--- src/rtl/mem_port_arbiter.sv ---
// Single-port memory arbiter between instruction fetch (I) and load/store (D).
// One access in flight, D wins ties unless fetch has been passed over STARVE_LIMIT times.
module mem_port_arbiter #(
   parameter int ADDR_W       = 32,
   parameter int DATA_W       = 32,
   parameter int STARVE_LIMIT = 4
) (
   input  logic                clk,
   input  logic                rst,
   input  logic                i_req,
   input  logic [ADDR_W-1:0]   i_addr,
   output logic                i_done,
   output logic [DATA_W-1:0]   i_rdata,
   input  logic                d_req,
   input  logic                d_we,
   input  logic [ADDR_W-1:0]   d_addr,
   input  logic [DATA_W-1:0]   d_wdata,
   input  logic [DATA_W/8-1:0] d_be,
   output logic                d_done,
   output logic [DATA_W-1:0]   d_rdata,
   output logic                mem_req,
   output logic                mem_we,
   output logic [ADDR_W-1:0]   mem_addr,
   output logic [DATA_W-1:0]   mem_wdata,
   output logic [DATA_W/8-1:0] mem_be,
   input  logic                mem_ack,
   input  logic [DATA_W-1:0]   mem_rdata,
   output logic                spurious_ack
);

   localparam int CNT_W = $clog2(STARVE_LIMIT + 1);
   localparam logic [CNT_W-1:0] LIMIT = CNT_W'(STARVE_LIMIT);

   typedef enum logic [1:0] { IDLE, BUSY_I, BUSY_D } state_t;

   state_t           state;
   logic [CNT_W-1:0] starve_cnt;
   logic             grant_i;
   logic             grant_d;

   // Only meaningful in IDLE; a starved fetch overrides the D priority.
   always_comb begin
      grant_d = d_req && !(i_req && (starve_cnt == LIMIT));
      grant_i = i_req && !grant_d;
   end

   always_ff @(posedge clk) begin
      if (rst) begin
         state        <= IDLE;
         starve_cnt   <= '0;
         spurious_ack <= 1'b0;
         mem_req      <= 1'b0;
         mem_we       <= 1'b0;
         mem_addr     <= '0;
         mem_wdata    <= '0;
         mem_be       <= '0;
         i_done       <= 1'b0;
         d_done       <= 1'b0;
         i_rdata      <= '0;
         d_rdata      <= '0;
      end else begin
         i_done <= 1'b0;
         d_done <= 1'b0;
         if (mem_ack && !mem_req)
            spurious_ack <= 1'b1;

         case (state)
            IDLE: begin
               if (grant_d) begin
                  mem_req   <= 1'b1;
                  mem_we    <= d_we;
                  mem_addr  <= d_addr;
                  mem_wdata <= d_wdata;
                  mem_be    <= d_be;
                  state     <= BUSY_D;
               end else if (grant_i) begin
                  mem_req   <= 1'b1;
                  mem_we    <= 1'b0;
                  mem_addr  <= i_addr;
                  mem_wdata <= '0;
                  mem_be    <= '1;
                  state     <= BUSY_I;
               end

               if (grant_i || !i_req)
                  starve_cnt <= '0;
               else if (grant_d && (starve_cnt != LIMIT))
                  starve_cnt <= starve_cnt + 1'b1;
            end

            BUSY_I: begin
               if (mem_ack) begin
                  mem_req <= 1'b0;
                  i_done  <= 1'b1;
                  i_rdata <= mem_rdata;
                  state   <= IDLE;
               end
            end

            BUSY_D: begin
               if (mem_ack) begin
                  mem_req <= 1'b0;
                  d_done  <= 1'b1;
                  // Store completion must not disturb the last load result.
                  if (!mem_we)
                     d_rdata <= mem_rdata;
                  state   <= IDLE;
               end
            end

            default: state <= IDLE;
         endcase
      end
   end

endmodule

--- config.mk ---
export PLATFORM = sky130hd
export DESIGN_NAME = mem_port_arbiter
export DESIGN_NICKNAME = d
export VERILOG_FILES = /design/src/rtl/mem_port_arbiter.sv
export SDC_FILE = /design/constraint.sdc
export NUM_CORES = 1
export LEC_CHECK = 0
export ABC_CLOCK_PERIOD_IN_PS = 3300
export BUFFER_PORTS_ARGS = -buffer_cell sky130_fd_sc_hd__buf_4
export CORE_UTILIZATION = 49
export DETAILED_ROUTE_END_ITERATION = 12
export PLACE_DENSITY = 0.85
export SLEW_MARGIN = 20
export SYNTH_ARGS = -nofsm -noshare
export SYNTH_HDL_FRONTEND = slang
export SYNTH_SLANG_ARGS = --single-unit
--- constraint.sdc ---
create_clock -name clk -period 3.3 [get_ports clk]
set_input_delay 0.495 -clock clk [delete_from_list [all_inputs] [get_ports clk]]
set_output_delay 0.495 -clock clk [all_outputs]
set_load 0.1 [all_outputs]
==> impl_metrics.tcl <==
set metrics [dict create \
    num_rows 37 \
    r2r_start "starve_cnt[0]" \
    clk_path_buf_depth 2 \
    diodes 0 \
    cp_data_arrival_time_ps 2480 \
    synth_top_family_by_area "compound AO/OA/AOI/OAI gates" \
    dp_hpwl_um 12200 \
    drtIter0Drc 490 \
    synth_xor_area_frac 0.00324 \
    ys_types 30 \
    rsz0062_at_grt "no" \
    clock.fmax_mhz 477 \
    syn_area_um2 5400 \
    synth_top_area_frac 0.526 \
    gp_congestion 0.830 \
    fp.dieH_um 107 \
    startpoint "starve_cnt[0]" \
    yosysWarnings 0 \
    wl_per_cell_um 17.2 \
    grt_pass1_wl_um 26300 \
    yosysSeqAreaShare 0.526 \
    skew_ps 4.97 \
    area_growth_pct 46.6 \
    synthAdderAreaFrac 0.0162 \
    grt_max_degree 66 \
    die_w_um 107 \
    startpoint_type "flop" \
    dpl-instance-area_um2 7390 \
    status "finished clean" \
    ys.flop_type "dfxtp_1" \
    leakagePower_uw 0.00341 \
    fin_ws_ps 1200 \
    cts_resized 0 \
    setup_viol 0 \
    finalCritPeriodShare 0.636 \
    required_ps 3680 \
    hold_class "input pin to flop" \
    cts_tree "done" \
    hp-start "d_be[0]" \
    layout-drive-gt1-share 0.362 \
    path_max_fanout 39 \
    port_buffers 274 \
    viasPerCell 5.64 \
    core_region_area_um2 10500 \
    cts_buffers 17 \
    p_total_uw 4930 \
    cts_max_level 4 \
    synth-async-reset-ratio 0 \
    endpoint_kind "flop" \
    worst-setup-path-type "flop to flop" \
    ir_worst_vdd_mv 0.420 \
    syn_inst 616 \
    fin_util 0.754 \
    synth_area_leaders "dfxtp_1, a32oi_1, a21oi_1, nand2_1, nand3_1" \
    synth_compound_area_frac 0.214 \
    grt_use_total 0.295 \
    slew_headroom 0.253 \
    clkSinkCount 142 \
    slew_viol_final 0 \
    tns_ps 0 \
    fin_area_um2 7920 \
    io_pins 275 \
    finalHoldViolations 0 \
    drt-total-wl_um 17300 \
    period_needed_ps 2100 \
    final_cell_mix "buf_4, dfxtp_1, nand2_1" \
    nets 1006 \
    ant_nets 0 \
    r2r_slack_ps 1200 \
    synth_nets 761 \
    initial_core_util 0.514 \
    antenna_found_initial 0 \
    fillers 729 \
    layout_commonest_cell "buf_4" \
    synth-seq-cells 142 \
    gr-total-overflow 0 \
    vias 5690 \
    postSynthAreaPerCell_um2 8.77 \
    maxCapViolations 0 \
    hold_buffers 0 \
    yosys.area.top_type "dfxtp_1" \
    tightest_slew_ps 1120 \
    synth_mux_area_frac 0.00185 \
    yosys.area_share.simple 0.164 \
    post_cts_buffers 0 \
    die_area_um2 11500 \
    path_clk_slew_ps 60 \
    place_ws_ps 1200 \
    cts-root-buf "clkbuf_8" \
    drt_pass1_iterations 7 \
    p_per_area_nw_per_um2 622 \
    synth_edf_count 0 \
    drc 0 \
    clock_latency_ps 520 \
    grt_pass1_vias 5433 \
]
[state kept, by name, indices dropped and copies added (netlist names), 2 cells and up]
signal	count
d_rdata	32
i_rdata	32
mem_addr	32
mem_be	4
mem_wdata	32
starve_cnt	3
state	2
[report_power, final]
part | internal, uW | leakage (uW) | total (uW) | switching (uW)
clock network | 1050 | 0.000258 | 1730 | 679
registers | 1820 | 0.00116 | 1870 | 58.2
logic | 341 | 0.00199 | 1330 | 985
total | 3210 | 0.00341 | 4930 | 1720
[layer usage]
metal,track usage,part of all wire,up-vias
met4,0.141,0.037,0
met2,0.502,0.50,326
met5,0,0,-
met3,0.0948,0.091,58
met1,0.333,0.37,2657
li1,-,-,2649
[worst paths after layout]
kind	end	cells after the start
setup / recovery	mem_wdata[25]	6
hold / removal	mem_be[0]	2
setup reg to reg	mem_wdata[25]	6
hold reg to reg	i_rdata[26]	2
[stage by stage]
stage	std cells	hold slack, ps
after detailed placement	978	450
after global routing	1009	169
after CTS	1009	158
final	1009	181
after global placement	978	442
after floorplan	616	484
[Yosys cell counts (all sizes together) (3+ instances only)]
cell type	n
inv	10
and2	3
nor3	4
dfxtp	142
nand2	132
ha	7
o21a	5
a32oi	65
clkbuf	21
nand3	35
a21oi	103
buf	39
o21ai	3
nor2	36
[kinds of logic after synthesis]
logic type                 count (synthesis)
adders and majority gates                  7
and+or+nand+nor                          216
muxes                                      1
buffers and inverters                     70
DFF                                      142
AOI/OAI and AO/OA                        178
xor gates and xnor gates                   2
[worst max-delay path, stage by stage, from the launching register on]
cell and delay, ps:
dfxtp_1 330, inv_1 60, ha_1 180, nand3_2 620, buf_4 460, a32oi_1 220
nor2_1 70
[final cells by class]
type                       instances  area, um2  share of cell area
sequential                       142       2840               0.359
multi-input combinational        404       2180               0.275
timing repair buffer             286       2160               0.273
clock buffer                      25        474              0.0599
tap                              136        170              0.0215
clock inverter                     6       60.1             0.00758
inverter                          10       37.5             0.00474
Note: power is estimated with default switching activity, not from simulation.
